**src/rtl/secuenciador_pkg.sv**
```systemverilog
// Shared definitions for the secuenciador sequence source: mode encoding and legal WIDTH range.
package secuenciador_pkg;

    typedef enum logic [1:0] {
        MODE_UP      = 2'd0,
        MODE_DOWN    = 2'd1,
        MODE_GRAY    = 2'd2,
        MODE_JOHNSON = 2'd3
    } mode_e;

    localparam int WIDTH_MIN = 2;
    localparam int WIDTH_MAX = 16;

endpackage

```
**src/rtl/secuenciador_enc.sv**
```systemverilog
// Output encoder: maps the state register and registered mode onto F (F[0] is the MSB).
module secuenciador_enc
    import secuenciador_pkg::*;
#(
    parameter int WIDTH = 4
) (
    input  logic [WIDTH-1:0] state_i,
    input  mode_e            mode_i,
    output logic [0:WIDTH-1] f_o
);

    // Assigning a descending vector to the ascending port keeps state MSB on f_o[0].
    always_comb begin
        if (mode_i == MODE_GRAY) begin
            f_o = state_i ^ (state_i >> 1);
        end else begin
            f_o = state_i;
        end
    end

endmodule

```
**src/rtl/secuenciador_param.sv**
```systemverilog
// Parametrised sequence source (up, down, Gray, Johnson) with enable, synchronous load and wrap pulse.
// Build option: define SECUENCIADOR_WRAP_EN to generate wrap; otherwise wrap is tied low.
module secuenciador_param
    import secuenciador_pkg::*;
#(
    parameter int WIDTH = 4
) (
    input  logic             clk,
    input  logic             rst_n,
    input  logic             en,
    input  logic [1:0]       mode,
    input  logic             load,
    input  logic [WIDTH-1:0] load_val,
    output logic [0:WIDTH-1] F,
    output logic             wrap
);

    localparam logic [WIDTH-1:0] ONE          = {{(WIDTH-1){1'b0}}, 1'b1};
    localparam logic [WIDTH-1:0] JOHNSON_LAST = {1'b1, {(WIDTH-1){1'b0}}};

    logic [WIDTH-1:0] state_q, state_d;
    mode_e            mode_q, mode_d, mode_in;
    logic             mode_chg;

    assign mode_in  = mode_e'(mode);
    assign mode_chg = (mode_in != mode_q);

    // Priority: mode change, then load, then step; a mode change discards a coincident load.
    always_comb begin
        state_d = state_q;
        mode_d  = mode_q;
        if (mode_chg) begin
            mode_d  = mode_in;
            state_d = '0;
        end else if (load) begin
            state_d = load_val;
        end else if (en) begin
            unique case (mode_q)
                MODE_DOWN:    state_d = state_q - ONE;
                MODE_JOHNSON: state_d = {state_q[WIDTH-2:0], ~state_q[WIDTH-1]};
                default:      state_d = state_q + ONE;
            endcase
        end
    end

    always_ff @(posedge clk or negedge rst_n) begin
        if (!rst_n) begin
            state_q <= '0;
            mode_q  <= MODE_UP;
        end else begin
            state_q <= state_d;
            mode_q  <= mode_d;
        end
    end

`ifdef SECUENCIADOR_WRAP_EN
    logic wrap_q, wrap_d;

    always_comb begin
        wrap_d = 1'b0;
        if (!mode_chg && !load && en) begin
            unique case (mode_q)
                MODE_DOWN:    wrap_d = (state_q == '0);
                MODE_JOHNSON: wrap_d = (state_q == JOHNSON_LAST);
                default:      wrap_d = &state_q;
            endcase
        end
    end

    always_ff @(posedge clk or negedge rst_n) begin
        if (!rst_n) begin
            wrap_q <= 1'b0;
        end else begin
            wrap_q <= wrap_d;
        end
    end

    assign wrap = wrap_q;
`else
    assign wrap = 1'b0;
`endif

    secuenciador_enc #(
        .WIDTH (WIDTH)
    ) u_enc (
        .state_i (state_q),
        .mode_i  (mode_q),
        .f_o     (F)
    );

endmodule

```
**config.mk**
```make
export PLATFORM = sky130hd
export DESIGN_NAME = secuenciador_param
export DESIGN_NICKNAME = d
export VERILOG_FILES = /design/src/rtl/secuenciador_pkg.sv /design/src/rtl/secuenciador_enc.sv /design/src/rtl/secuenciador_param.sv
export SDC_FILE = /design/constraint.sdc
export NUM_CORES = 1
export LEC_CHECK = 0
export BUFFER_PORTS_ARGS = -buffer_cell sky130_fd_sc_hd__buf_2
export CORE_AREA = 2 2 39 41
export DETAILED_ROUTE_END_ITERATION = 7
export DIE_AREA = 0 0 41 43
export GPL_ROUTABILITY_DRIVEN = 0
export HOLD_SLACK_MARGIN = 0.12
export PLACE_DENSITY = 0.7
export RECOVER_POWER = 100
export SLEW_MARGIN = 40
export SYNTH_ARGS = -nofsm -noshare
export SYNTH_HDL_FRONTEND = slang
export SYNTH_HIERARCHICAL = 1
export SYNTH_SLANG_ARGS = --single-unit
```
**constraint.sdc**
```tcl
create_clock -name clk -period 2.1 [get_ports clk]
set_input_delay 0.105 -clock clk [delete_from_list [all_inputs] [get_ports clk]]
set_output_delay 0.105 -clock clk [all_outputs]
set_load 0.005 [all_outputs]
```
==> results.yml, run 1 <==
status:
  status: "completed"
critical_path:
  startpoint_type: "flop"
  end_kind: "flop"
  critPathRequiredTime_ps: 2240
  reg2reg_depth: 7
  crit_family: "simple AND/OR/NAND/NOR gates"
  r2r_end: "state_q[2]"
  cp_cell_sequence: "nand2b_1 -> xnor2_1 -> ha_1 -> or4_4 -> o211ai_2 -> nand3_2 -> a221oi_1"
  reg2reg_from: "mode_q[1]"
  cp_slowest_cell: "or4_4"
  reg2reg_slack_ps: 220
  crit_fanout: 4
  max_stage_delay_ps: 420
  worstPathArrival_ps: 2020
  path_buf_inv: 0
  crit_type: "flop to flop"
global_routing:
  overflow: 0
  grt_pass1_vias: 486
  grt_max_degree: 14
  grt_util_all_layers_pct: 17.6
  grt_pass1_wl_um: 2040
  antenna_found_initial: 0
synth:
  ys.flop_type: "dfrtp_1"
  asyncSetResetFlopFracSynth_pct: 100
  avgSynthCellArea_sq_um: 8.19
  synth-seq-cells: 6
  netlist_top_cells_area: "dfrtp_1 (28%), xnor2_1 (9.7%), nand2_1 (4.9%), a21oi_1 (4.6%), nand3b_1 (4.2%)"
  synth_most_common_cell: "nand2_1"
  ys_warn_count: 6
  synth_edf_count: 0
  netlist_area_sq_um: 541
  synthCells: 66
  synth_cell_types: 30
  syn-num-nets: 77
  synth_top_area_share_pct: 27.8
  yosysTopAreaCell: "dfrtp_1"
  yosys-top-cells-count: "nand2_1 (7), dfrtp_1 (6), xnor2_1 (6), a21oi_1 (5)"
  ys_seq_area_share_pct: 27.8
clock_network:
  clock_latency_ps: 250
  htree_levels: 1
  hold_buffers: 6
  ctsResizeCount: 0
  clockBufferDepth: 2
  cts_sinks: 6
  cts.clk_slew.worst_paths_ps: 50
  cts_made_buffers: 3
  postCtsSetupBuffers: 0
  cts_tree: "built"
  clock-root-buffer: "clkbuf_4"
placement:
  portBuffers: 13
  place_ws_ps: 296
  dp_hpwl_um: 814
final_layout:
  fill_cells: 146
  areaGrowthSynthToFinish_pct: 22.9
  diodes: 0
  fin_nets: 96
  post-route-util_pct: 48.0
  final_layout_size_suffix_gt1_share_pct: 16.9
power_and_ir_drop:
  switching_share_pct: 30.4
  p_leak_nw: 0.274
  clkPwrFrac_pct: 31.9
  p_comb_share_pct: 27.9
  peakVddDrop_mv: 0.302
  seqPwrFrac_pct: 40.2
  p_int_mw: 0.236
  power_density_mw_per_mm2: 510
  p_switching_mw: 0.103
  power_mw: 0.339
detailed_routing:
  routedWlPerCell_um: 11.8
  vias: 522
  drt-met1-wl_um: 540
  highest_layer: "met4"
  drt_iter0_markers: 9
  drc: 0
  met2_length_um: 534
  final_antenna_net_count: 0
  totalWireLength_um: 1160
  vias_per_cell: 5.27
  route.met3.wl_um: 52
  dr.pass1.iters: 4
timing:
  setup_violations: 0
  fmax_ghz: 0.531
  period_needed_ps: 1880
  fin_crit_sh_pct: 89.7
  slew_headroom_pct: 64.8
  fin_tns_setup_ps: 0
  fin_skew_ps: 6.23
  slew_violations: 0
  setup_ws_ps: 217
  hold_violations: 0
  worst_slew_pin_slew_ps: 528
  grt_setup_unrepaired: "false"
  timing.hold.ws_ps: 175
worst_hold_path:
  hold_path_depth: 3
  hp-class: "input pin to flop"
  min_to: "state_q[1]"
  worstHoldStart: "load"
floorplan:
  dieArea_sq_mm: 0.00176
  io_pins: 15
  rows: 14
  initial_core_util_pct: 39.1
  die_w_um: 41
  core-area_sq_mm: 0.00138
  die-height_um: 43
job:
  drv_cap: 0
## per-stage QoR
step / instances / cell area [sq um]
finish: 99 / 664
global route: 99 / 664
CTS: 99 / 683
detailed placement: 90 / 601
global placement: 90 / 601
floorplan: 66 / 541
## worst reg2reg max path: stages, from the launching register on
cell	delay, ps
dfrtp_1	360
nand2b_1	180
xnor2_1	140
ha_1	210
or4_4	420
o211ai_2	80
nand3_2	80
a221oi_1	310
## sequential cells by signal, indices dropped and copies added, names as in the netlist
signal / flops
state_q: 4
mode_q: 2
## power groups by stage
stage               Sequential [mW]  Combinational [mW]  Clock (mW)
global route                  0.137               0.107       0.120
global placement              0.138              0.0897           0
finish                        0.136              0.0944       0.108
CTS                           0.136              0.0996       0.111
floorplan                     0.135              0.0665           0
detailed placement            0.138              0.0906           0
## worst max path at each step
stage,start,endpoint,slack (ps),cells after the start
2_1_floorplan,mode_q[1],state_q[2],190,8
3_3_place_gp,mode_q[1],state_q[2],350,7
3_5_place_dp,mode_q[1],state_q[2],300,7
4_1_cts,mode_q[1],state_q[2],290,7
5_1_grt,mode_q[1],state_q[2],90,7
6_report,mode_q[1],state_q[2],220,7
## cell usage in the layout, fill, tap and decap left out, types with 2 or more instances in the layout
master         count
dfrtp_1            6
nand2_1            7
nand2b_1           2
xnor2_1            6
clkbuf_4           3
buf_2              6
a21oi_1            5
dlygate4sd3_1      6
nor2_1             4
buf_4              2
inv_1              4
a221oi_1           3
clkbuf_1           8
nand3_1            3
nand3b_1           3
## kinds of logic (layout without fill, tap and decap cells)
logic type                 after synthesis  after routing  synth area share, %
other                                    1              1                0.694
AOI/OAI and AO/OA                       14             14                 20.1
buffers and inverters                   12             29                 11.6
xor gates and xnor gates                 6              6                 9.72
muxes                                    1              1                 1.85
DFF                                      6              6                 27.8
adders and majority gates                1              1                 2.31
and+or+nand+nor                         25             25                 25.9
## metal layers
| layer | vias up | GRT usage, % |
|---|---|---|
| li1 | 266 | - |
| met1 | 236 | 21.5 |
| met2 | 16 | 25.6 |
| met3 | 4 | 3.14 |
| met4 | 0 | 14.0 |
| met5 | - | 0 |
## final cells by class
cell class	count	area, sq um	share of cell area, %
multi-input combinational	48	322	48.4
sequential	6	150	22.6
timing repair buffer	22	135	20.3
clock buffer	3	22.5	3.39
tap	16	20.0	3.01
inverter	4	15.0	2.26
Power figures use the tool's default switching activity.
==> inputs of run 2 (changes only) <==
PLACE_DENSITY = 0.72   (was 0.7)
REMOVE_ABC_BUFFERS = 1   (was not set)
clock period = 1.5 ns   (was 2.1 ns; I/O delays follow)
==> results.yml, run 2 (synthesis results as in run 1) <==
detailed_routing:
  drt_iter0_markers: 16
  drc: 0
  dr.pass1.iters: 4
  vias_per_cell: 5.57
  totalWireLength_um: 1370
  routedWlPerCell_um: 13.2
  final_antenna_net_count: 0
  vias: 579
floorplan:
  io_pins: 15
  dieArea_sq_mm: 0.00176
  initial_core_util_pct: 39.1
  rows: 14
  die_w_um: 41
  core-area_sq_mm: 0.00138
  die-height_um: 43
global_routing:
  grt_pass1_wl_um: 2060
  grt_max_degree: 14
  grt_util_all_layers_pct: 17.6
  met2_usage_pct: 29.1
  grt_util_met3_pct: 6.81
  overflow: 0
  grt_pass1_vias: 530
  grt_busiest_layer: "met2"
  antenna_found_initial: 0
  use_met1_pct: 18.8
status:
  failed_checks: "negative setup slack"
  status: "finished, violations left"
critical_path:
  worstPathArrival_ps: 1880
  end_kind: "flop"
  crit_type: "flop to flop"
  startpoint_type: "flop"
  critPathRequiredTime_ps: 1660
  crit_fanout: 2
power_and_ir_drop:
  peakVddDrop_mv: 0.379
  p_leak_nw: 0.323
  power_density_mw_per_mm2: 688
  power_mw: 0.504
timing:
  fin_skew_ps: 9.36
  fin_crit_sh_pct: 114
  fmax_ghz: 0.582
  timing.hold.ws_ps: 136
  slew_violations: 0
  period_needed_ps: 1720
  setup_ws_ps: -217
  hold_violations: 0
  grt_setup_unrepaired: "true"
  setup_violations: 2
final_layout:
  diodes: 0
  areaGrowthSynthToFinish_pct: 35.6
  largest_registers: "state_q x4, mode_q x2"
  final_cell_mix: "buf_2 (8), nand2_1 (7), buf_4 (7)"
  layout.cells.most_common: "buf_2"
  post-route-util_pct: 53.0
  largest_register_ffs: 4
  top_register: "state_q"
  fin_nets: 101
  final_layout_size_suffix_gt1_share_pct: 30.7
placement:
  dp_hpwl_um: 907
  portBuffers: 13
clock_network:
  htree_levels: 1
  cts.clk_slew.worst_paths_ps: 50
  clockBufferDepth: 2
  clock_latency_ps: 250
  cts_tree: "built"
  cts_made_buffers: 3
  cts_sinks: 6
  clock-root-buffer: "clkbuf_4"
job:
  drv_cap: 0
worst_hold_path:
  hp-class: "input pin to flop"
==> run 2: cell count changes in the layout (fill, tap and decap cells not counted), sizes merged <==
| cell | delta |
|---|---|
| buf | +7 |
| clkbuf | -2 |
==> run 2: final timing paths <==
check                      startpoint         end  cells past startpoint  slack [ps]
max                         mode_q[1]  state_q[2]                      7        -220
min                              load  state_q[2]                      2         140
max reg2reg                 mode_q[1]  state_q[2]                      7        -220
min reg2reg                 mode_q[0]  state_q[2]                      3         780
max in group asynchronous       rst_n   mode_q[1]                      2         960
min in group asynchronous       rst_n  state_q[0]                      2         250
==> run 2: area by class of cell <==
class	count	area (sq um)
multi-input cells	48	349
well taps	16	20.0
inverters	4	15.0
flip-flops and latches	6	150
repair buffers	27	176
fillers	140	651
clock buffers	3	22.5
==> run 2: routing by layer <==
layer | wire length, um | up-vias
li1 | - | 274
met1 | 553 | 276
met2 | 715 | 25
met3 | 77 | 4
met4 | 27 | 0
met5 | 0 | -
==> run 2: critical path, stage by stage, from the launching register on <==
cell and delay (ps):
dfrtp_1 370, nand2b_4 160, xnor2_2 140, ha_2 190, or4_4 410, o211ai_2 80, nand3_2 80, a221oi_2 200
==> run 2: stage by stage <==
stage	cells	area [sq um]	worst slack (ps)	setup TNS, ps
floorplan	58	493	-412	-499
global placement	94	631	-237	-237
detailed placement	94	631	-308	-330
CTS	104	738	-195	-222
global route	104	733	-284	-384
finish	104	733	-217	-265
==> run 2: power by group <==
group / leakage (nW) / internal, mW / total [mW] / switching [mW]
combinational: 0.232 / 0.0836 / 0.166 / 0.0821
sequential: 0.0774 / 0.173 / 0.186 / 0.0133
clock: 0.0138 / 0.0908 / 0.153 / 0.0619
total: 0.323 / 0.347 / 0.504 / 0.157
==> run 2: what timing repair did <==
item	in CTS	in global routing
gates cloned	0	0
hold buffers	6	0
pin swaps	3	0
endpoints found under the setup margin	2	2
gates resized for setup	3	1
setup buffers	1	0
hold endpoints to repair	11	0
